===== config.mk =====
export PLATFORM = sky130hd
export DESIGN_NAME = pipe_skid_latch
export DESIGN_NICKNAME = d
export VERILOG_FILES = /design/src/rtl/pipe_skid_latch.sv
export SDC_FILE = /design/constraint.sdc
export NUM_CORES = 1
export LEC_CHECK = 0
export ABC_CLOCK_PERIOD_IN_PS = 13300
export CAP_MARGIN = 20
export CORE_MARGIN = 3
export CORE_UTILIZATION = 25
export DETAILED_ROUTE_END_ITERATION = 7
export HOLD_SLACK_MARGIN = 0.06
export PLACE_DENSITY = 0.5
export SLEW_MARGIN = 20
export SYNTH_ARGS = -nofsm -noshare
export SYNTH_HDL_FRONTEND = slang
export SYNTH_SLANG_ARGS = --single-unit

===== constraint.sdc =====
create_clock -name clk -period 13.3 [get_ports clk]
set_clock_uncertainty 0.15 [all_clocks]
set_input_delay 3.99 -clock clk [delete_from_list [all_inputs] [get_ports clk]]
set_output_delay 3.99 -clock clk [all_outputs]
set_load 0.005 [all_outputs]

===== src/rtl/pipe_skid_latch.sv =====
// ---------------------------------------------------------------------------
// pipe_skid_latch
//
// Elastic pipeline latch between two processor stages. Each entry carries a
// PC and an instruction word. Storage is one main entry, which drives the
// outputs directly, plus one skid entry. The skid entry catches the word the
// upstream stage was already committed to sending in the cycle the
// downstream stage stalled. Because of the skid entry, in_ready can be a
// pure register decode and still sustain one word per cycle.
//
// Optional feature macro: STALL_COUNT_EN
//   When defined, adds the stall_count output. stall_count counts the cycles
//   with out_valid & !out_ready and saturates at all-ones. Only clr clears
//   it; flush leaves it alone.
//
// Parameters
//   DATA_WIDTH   width of each carried field (pc, insn)
//
// Ports
//   clk          rising-edge clock
//   clr          asynchronous, active-high reset
//   flush        synchronous squash of every held entry
//   in_valid     upstream presents in_pc / in_insn
//   in_ready     latch can accept this cycle (registered decode)
//   in_pc        upstream PC
//   in_insn      upstream instruction
//   out_valid    out_pc / out_insn hold a live entry
//   out_ready    downstream consumes this cycle
//   out_pc       head-entry PC
//   out_insn     head-entry instruction
//   stall_count  (STALL_COUNT_EN only) number of stall cycles seen
// ---------------------------------------------------------------------------
module pipe_skid_latch #(
  parameter int DATA_WIDTH = 32
) (
  input  logic                  clk,
  input  logic                  clr,
  input  logic                  flush,
  input  logic                  in_valid,
  output logic                  in_ready,
  input  logic [DATA_WIDTH-1:0] in_pc,
  input  logic [DATA_WIDTH-1:0] in_insn,
  output logic                  out_valid,
  input  logic                  out_ready,
  output logic [DATA_WIDTH-1:0] out_pc,
  output logic [DATA_WIDTH-1:0] out_insn
`ifdef STALL_COUNT_EN
  ,
  output logic [31:0]           stall_count
`endif
);

  // Occupancy of the latch. EMPTY: nothing held. BUSY: main entry only.
  // FULL: main and skid entries both hold live words.
  typedef enum logic [1:0] {
    EMPTY = 2'd0,
    BUSY  = 2'd1,
    FULL  = 2'd2
  } latchState_t;

  latchState_t           r_state;

  // Main entry. Its flops feed the outputs directly.
  logic                  r_mainValid;
  logic [DATA_WIDTH-1:0] r_mainPc;
  logic [DATA_WIDTH-1:0] r_mainInsn;

  // Skid entry. It holds a word only in FULL.
  logic                  r_skidValid;
  logic [DATA_WIDTH-1:0] r_skidPc;
  logic [DATA_WIDTH-1:0] r_skidInsn;

  logic                  w_accept;
  logic                  w_take;

  // in_ready depends only on the skid valid flop. This keeps out_ready off
  // any combinational path back to the upstream stage.
  assign in_ready  = !r_skidValid;

  assign out_valid = r_mainValid;
  assign out_pc    = r_mainPc;
  assign out_insn  = r_mainInsn;

  assign w_accept  = in_valid && !r_skidValid;
  assign w_take    = r_mainValid && out_ready;

  // Occupancy FSM and entry storage.
  // flush overrides every handshake. It drops the word being offered and
  // clears both valid bits. A take in the same cycle still completes, because
  // the downstream stage has already seen the head word. Data flops are not
  // cleared on flush because nothing reads them while their valid bit is low.
  always_ff @(posedge clk or posedge clr) begin
    if (clr) begin
      r_state     <= EMPTY;
      r_mainValid <= 1'b0;
      r_mainPc    <= '0;
      r_mainInsn  <= '0;
      r_skidValid <= 1'b0;
      r_skidPc    <= '0;
      r_skidInsn  <= '0;
    end else if (flush) begin
      r_state     <= EMPTY;
      r_mainValid <= 1'b0;
      r_skidValid <= 1'b0;
    end else begin
      case (r_state)
        EMPTY: begin
          if (w_accept) begin
            r_mainPc    <= in_pc;
            r_mainInsn  <= in_insn;
            r_mainValid <= 1'b1;
            r_state     <= BUSY;
          end
        end

        BUSY: begin
          if (w_accept && w_take) begin
            // Head leaves and the new word replaces it in the same cycle.
            r_mainPc   <= in_pc;
            r_mainInsn <= in_insn;
          end else if (w_accept) begin
            // Downstream stalled while upstream was still sending.
            // The skid entry catches the new word.
            r_skidPc    <= in_pc;
            r_skidInsn  <= in_insn;
            r_skidValid <= 1'b1;
            r_state     <= FULL;
          end else if (w_take) begin
            r_mainValid <= 1'b0;
            r_state     <= EMPTY;
          end
        end

        FULL: begin
          // in_ready is low here, so input activity is ignored. Only a take
          // moves anything: the skid word becomes the head (FIFO order).
          if (w_take) begin
            r_mainPc    <= r_skidPc;
            r_mainInsn  <= r_skidInsn;
            r_skidValid <= 1'b0;
            r_state     <= BUSY;
          end
        end

        default: begin
          r_state     <= EMPTY;
          r_mainValid <= 1'b0;
          r_skidValid <= 1'b0;
        end
      endcase
    end
  end

`ifdef STALL_COUNT_EN
  logic [31:0] r_stallCount;

  // Counts cycles where a live head entry is refused by downstream.
  // Saturates instead of wrapping. flush deliberately leaves it untouched.
  always_ff @(posedge clk or posedge clr) begin
    if (clr) begin
      r_stallCount <= '0;
    end else if (r_mainValid && !out_ready && (r_stallCount != 32'hFFFF_FFFF)) begin
      r_stallCount <= r_stallCount + 32'd1;
    end
  end

  assign stall_count = r_stallCount;
`endif

endmodule


==> metrics.md, run 1 <==
| Metric | Value |
|---|---|
| Top-count cell post-synth | dfrtp_1 |
| CP Capture Type | flop |
| Post-DRT Antenna Nets | 0 |
| Clock buffer count from CTS | 17 |
| Die X | 158 um |
| TNS Setup | 0 ns |
| Seq cells post-synth | 132 |
| Register area | 0.00330 mm2 |
| Clk sinks | 132 |
| Post-Place Cells | 836 |
| Post-Syn Area | 0.00578 mm2 |
| Power Density | 213 mW/mm2 |
| Initial antenna violation count | 0 |
| Cell chain of the critical path | clkdlybuf4s50_1 -> or4b_1 -> o22ai_4 -> buf_4 -> buf_4 -> nor2_1 -> a21oi_2 |
| Finished Core Util | 35.0% |
| Core area | 0.0227 mm2 |
| Clock latency on the worst-skew pair | 0.41 ns |
| DRC Markers | 0 |
| Setup violations, final | 0 |
| Final-layout fill cell count | 2245 |
| Final hold violations | 0 |
| Largest net degree at the start of global routing | 80 |
| Overflow after GRT | 0 |
| Hold_buf cts | 0 |
| Fin cells | 866 |
| Top_reg_cell synth | dfrtp_1 |
| Synth area leaders | dfrtp_1 57%, mux2_2 12%, mux2i_1 11%, a21oi_2 8.5%, nor2_1 4.3% |
| Share of cells above drive strength 1 | 27.4% |
| Crit-path slowest cell | buf_4 |
| Fraction of registers with async set/reset | 100% |
| Syn Area/Cell | 13.1 um2 |
| Initial DRC count | 136 |
| Die span in y | 158 um |
| Gr usage total | 10.9% |
| Period minus WS final | 6.92 ns |
| CP startpoint kind | input pin |
| GP Congestion | 0.700 |
| Critical Path RT | 13.48 ns |
| Number of gates resized after cts | 0 |
| Worst setup margin | 6.38 ns |
| Max_cap viols | 0 |
| FP Rows | 55 |
| Sequential element share of the synthesized area | 57.1% |
| Largest area contributor in the netlist | dfrtp_1 |
| Fin. max-slew vios | 0 |
| Top cell type's share of synthesized area | 57.1% |
| Reg clk slew, reported paths | 0.06 ns |
| Crit path DAT | 7.10 ns |
| RSZ-0062 raised after global routing | no |
| P&R area growth vs syn | 37.7% |
| Critical Path Fanout Max | 79 |
| Pre-CTS WS | 5.97 ns |
| Setup repair bufs after CTS | 0 |
| CTS root buf | clkbuf_16 |
| Vias in the first global route | 4036 |
| Routed WL | 13300 um |
| Worst IR Drop VDD | 0.0000786 V |
| I/O Pins | 135 |
| First-pass GRT wire length | 21200 um |
| Fmax | 0.145 GHz |
| Die ar. | 0.0250 mm2 |
| Final Net Count | 640 |
| Count of input and output buffers | 134 |
| Critical path type | input pin to flop |
| Pleak | 3.59 nW |
| Final worst-path cycle share | 52.0% |
| HP Class | flop to flop |
| Initial Util | 25.5% |
| Top cell by count, worst path | buf_4 |
| Mapped Nets | 509 |
| H-Tree Level Count | 4 |
| CTS tree | built |
| Pre-antenna DRT Iters | 4 |
| YS warnings | 0 |
| CTS max path bufs | 2 |
| Critical Path Max Stage Delay | 0.84 ns |
| Commonest cells post-synth | 132 x dfrtp_1, 66 x nor2_1, 64 x mux2_2, 64 x mux2i_1, 56 x a21oi_2 |
| Max_slew headroom | 31.5% |
| Unique masters post-synth | 26 |
| Worst slew pin tran | 1.03 ns |
| Gate Count Post-Synth | 440 |
| Post-DP HPWL | 8530 um |
| N_diodes | 0 |
| EDFF count, synth | 0 |
| Footprint of the multi-input gates | 0.00231 mm2 |
| Vias per cell | 4.36 |
| Vias | 3775 |
| Routed length per instance | 15.4 um |
| Status | complete, no violations |
## report_power, final
| part | switching (mW) | internal [mW] | total, mW |
|---|---|---|---|
| clock network | 0.170 | 0.287 | 0.457 |
| registers | 0.106 | 0.595 | 0.701 |
| logic | 0.201 | 0.336 | 0.537 |
| total | 0.477 | 1.22 | 1.69 |
## per-layer routing
metal	up-vias	track usage [%]	routed length, um
li1	1800	-	-
met4	0	3.73	145
met1	1871	14.0	6090
met5	-	0	0
met2	93	17.2	6280
met3	11	3.88	790
## metrics by stage
| step | total power, mW | area, um2 | hold slack (ns) |
|---|---|---|---|
| 2_1_floorplan | 0.970 | 5780 | 0.329 |
| 6_report | 1.69 | 7960 | 0.352 |
| 4_1_cts | 1.73 | 7930 | 0.354 |
| 3_5_place_dp | 1.26 | 7360 | 0.342 |
| 5_1_grt | 1.81 | 7960 | 0.360 |
| 3_3_place_gp | 1.23 | 7360 | 0.336 |
## cell type report
class | instances | area share [%]
Sequential cell | 132 | 41.5
Multi-Input combinational cell | 278 | 29.0
Inverter | 3 | 0.204
Clock buffer | 20 | 5.86
Timing Repair Buffer | 139 | 17.6
Clock inverter | 9 | 1.34
Tap cell | 285 | 4.48
## flip-flops by register name, summed over array words and instances, names as in the netlist
| register | count |
|---|---|
| r_skidValid | 1 |
| out_pc | 32 |
| r_skidPc | 32 |
| out_insn | 32 |
| r_skidInsn | 32 |
| out_valid | 1 |
| r_state | 2 |
## kinds of logic (layout without fill, tap and decap cells)
kind of cell / Yosys count / after routing / share of synthesized area [%]
XOR/XNOR: 1 / 1 / 0.152
buffers and inverters: 30 / 171 / 3.46
flip-flops: 132 / 132 / 57.1
AND/OR/NAND/NOR: 76 / 76 / 5.37
multiplexers: 128 / 128 / 23.5
AO/OA/AOI/OAI: 73 / 73 / 10.3
## layout by cell type, fill, tap and decap left out, types with 4 or more instances in the layout
cell type        count
clkdlybuf4s50_1    134
dfrtp_1            132
nor2_1              66
mux2_2              64
mux2i_1             64
a21oi_2             56
clkbuf_16           17
a21oi_1              9
buf_4                4
## worst max-delay path: cells and delay by family
| kind | cells | cell delay, ns |
|---|---|---|
| compound gates | 2 | 0.31 |
| buf+inv | 3 | 1.92 |
| simple gates | 2 | 0.77 |
## worst paths after layout
check	start	endpoint	slack (ns)	cells past startpoint
worst max-delay path	flush	out_insn[1]	6.38	7
worst min-delay path	r_skidInsn[3]	r_skidInsn[3]	0.35	1
worst max register to register	r_state[1]	out_insn[1]	10.07	6
worst min register to register	r_skidInsn[3]	r_skidInsn[3]	0.35	1
max in group asynchronous	clr	r_skidInsn[10]	7.76	3
min in group asynchronous	clr	out_insn[12]	3.88	2
Note: power is estimated with default switching activity, not from simulation.
==> run 2, diff against run 1 <==
--- a/config.mk
+++ b/config.mk
@@ -5,13 +5,13 @@
 export SDC_FILE = /design/constraint.sdc
 export NUM_CORES = 1
 export LEC_CHECK = 0
-export ABC_CLOCK_PERIOD_IN_PS = 13300
+export ABC_CLOCK_PERIOD_IN_PS = 5590
 export CAP_MARGIN = 20
 export CORE_MARGIN = 3
 export CORE_UTILIZATION = 25
 export DETAILED_ROUTE_END_ITERATION = 7
 export HOLD_SLACK_MARGIN = 0.06
-export PLACE_DENSITY = 0.5
+export PLACE_DENSITY = 0.51
 export SLEW_MARGIN = 20
 export SYNTH_ARGS = -nofsm -noshare
 export SYNTH_HDL_FRONTEND = slang
==> constraint.sdc (replaced) <==
create_clock -name clk -period 5.59 [get_ports clk]
set_clock_uncertainty 0.15 [all_clocks]
set_input_delay 1.677 -clock clk [delete_from_list [all_inputs] [get_ports clk]]
set_output_delay 1.677 -clock clk [all_outputs]
set_load 0.005 [all_outputs]
==> metrics.md, run 2 (synthesis results as in run 1) <==
| Metric | Value |
|---|---|
| Status | complete, no violations |
| Largest net degree at the start of global routing | 89 (+11%) |
| Initial DRC count | 142 (+4.4%) |
| Clk sinks | 132 (unchanged) |
| Die span in y | 158 um (unchanged) |
| Final Net Count | 640 (unchanged) |
| P&R area growth vs syn | 38.6% |
| Die ar. | 0.0250 mm2 (unchanged) |
| HP Class | flop to flop |
| CP Capture Type | flop |
| Routed length per instance | 15.1 um (-1.6%) |
| DRC Markers | 0 (unchanged) |
| Die X | 158 um (unchanged) |
| Core area | 0.0227 mm2 (unchanged) |
| Routed WL | 13100 um (-1.3%) |
| Reg clk slew, reported paths | 0.06 ns (about the same) |
| FP Rows | 55 (unchanged) |
| Reg2reg setup slack | 3.10 ns (-6.97 ns) |
| Max_cap viols | 0 (unchanged) |
| Period minus WS final | 3.83 ns |
| N_diodes | 0 (unchanged) |
| Worst setup margin | 1.76 ns (-4.62 ns) |
| Gr usage total | 10.9% (+0.024 points) |
| Vias per cell | 4.33 (-0.77%) |
| Worst slew pin tran | 0.805 ns (-0.223 ns) |
| Critical R2R Capture | out_pc[27] |
| CP startpoint kind | input pin |
| Setup repair bufs after CTS | 0 (unchanged) |
| Most common cell after layout, fill and taps aside | clkdlybuf4s50_1 |
| Final hold violations | 0 (unchanged) |
| Final-layout fill cell count | 2202 (-1.9%) |
| CTS max path bufs | 2 (unchanged) |
| Fmax | 0.261 GHz |
| Max_slew headroom | 46.3% (+15 points) |
| Number of gates resized after cts | 0 (unchanged) |
| CP endpoint | out_pc[27] |
| Clock buffer count from CTS | 17 (unchanged) |
| Count of input and output buffers | 134 (unchanged) |
| Crit path DAT | 4.01 ns (-3.09 ns) |
| Clock latency on the worst-skew pair | 0.41 ns (about the same) |
| Vias | 3759 (-0.42%) |
| Critical path type | input pin to flop |
| I/O Pins | 135 (unchanged) |
| Worst IR Drop VDD | 0.000185 V (+140%) |
| Overflow after GRT | 0 (unchanged) |
| Pleak | 3.61 nW (+0.53%) |
| Setup violations, final | 0 (unchanged) |
| Most frequent cells in the layout | 134 x clkdlybuf4s50_1, 132 x dfrtp_1, 66 x nor2_1 |
| Post-DP HPWL | 8430 um (-1.2%) |
| Fin. max-slew vios | 0 (unchanged) |
| Reg2reg start | r_state[1] |
| Hold_buf cts | 0 (unchanged) |
| Critical Path Fanout Max | 64 (-19%) |
| First-pass GRT wire length | 21300 um (+0.45%) |
| GP Congestion | 0.728 (+4.0%) |
| Pre-CTS WS | 1.16 ns (-4.80 ns) |
| Crit path from | flush |
| Final worst-path cycle share | 68.4% |
| Initial Util | 25.5% (unchanged) |
| Critical Path RT | 5.77 ns (-7.71 ns) |
| CTS tree | built |
| H-Tree Level Count | 4 (unchanged) |
| TNS Setup | 0 ns (unchanged) |
| Power Density | 510 mW/mm2 (+140%) |
| RSZ-0062 raised after global routing | no |
| CTS root buf | clkbuf_16 |
| Vias in the first global route | 4109 (+1.8%) |
| Post-DRT Antenna Nets | 0 (unchanged) |
| Initial antenna violation count | 0 (unchanged) |
| Pre-antenna DRT Iters | 4 (unchanged) |
| Worst R2R Path Depth | 5 (-1) |
| Share of cells above drive strength 1 | 27.6% (+0.20 points) |
## run 2: worst max-delay path, stage by stage
cell,delay [ns]
clkdlybuf4s50_1,0.55
or4b_1,0.62
o22ai_4,0.21
buf_4,0.65
nor2_1,0.11
a21oi_2,0.14
## run 2: area by class of cell
| cell class | count | area, um2 | area share [%] |
|---|---|---|---|
| Clock buffer | 20 | 457 | 5.70 |
| Clock inverter | 12 | 155 | 1.94 |
| Sequential cell | 132 | 3300 | 41.2 |
| Multi-Input combinational cell | 278 | 2320 | 29.0 |
| Inverter | 3 | 16.3 | 0.203 |
| Tap cell | 285 | 357 | 4.45 |
| Timing Repair Buffer | 139 | 1400 | 17.5 |
## run 2: metal layers
metal | track usage (%) | routed length (um) | vias to the layer above
met5 | 0 | 0 | -
met4 | 3.07 | 111 | 0
met3 | 4.13 | 675 | 8
met2 | 18.2 | 6440 | 83
met1 | 13.4 | 5910 | 1866
li1 | - | - | 1802
## run 2: through the flow
step / utilization [%] / area (um2) / total power [mW] / std cells / hold slack [ns]
final: 35.3 / 8010 / 4.09 / 869 / 0.352
after global placement: 32.5 / 7370 / 2.94 / 836 / 0.336
after CTS: 35.2 / 7990 / 4.17 / 868 / 0.356
after floorplan: - / 5780 / 2.31 / 440 / 0.329
after detailed placement: 32.5 / 7380 / 2.99 / 836 / 0.342
after global routing: 35.3 / 8010 / 4.37 / 869 / 0.364
## run 2: how the worst min path moves through the flow
| stage | startpoint | to | cells after the start |
|---|---|---|---|
| 2_1_floorplan | r_skidInsn[0] | r_skidInsn[0] | 1 |
| 3_3_place_gp | r_skidInsn[13] | r_skidInsn[13] | 1 |
| 3_5_place_dp | r_skidPc[17] | r_skidPc[17] | 1 |
| 4_1_cts | r_skidInsn[9] | r_skidInsn[9] | 1 |
| 5_1_grt | r_skidInsn[19] | r_skidInsn[19] | 1 |
| 6_report | r_skidPc[9] | r_skidPc[9] | 1 |
## run 2: power breakdown
part           switching, mW  total (mW)  internal (mW)  leakage, nW
logic                  0.476        1.28          0.802         1.78
clock network          0.421        1.15          0.725        0.296
registers              0.248        1.66           1.42         1.53
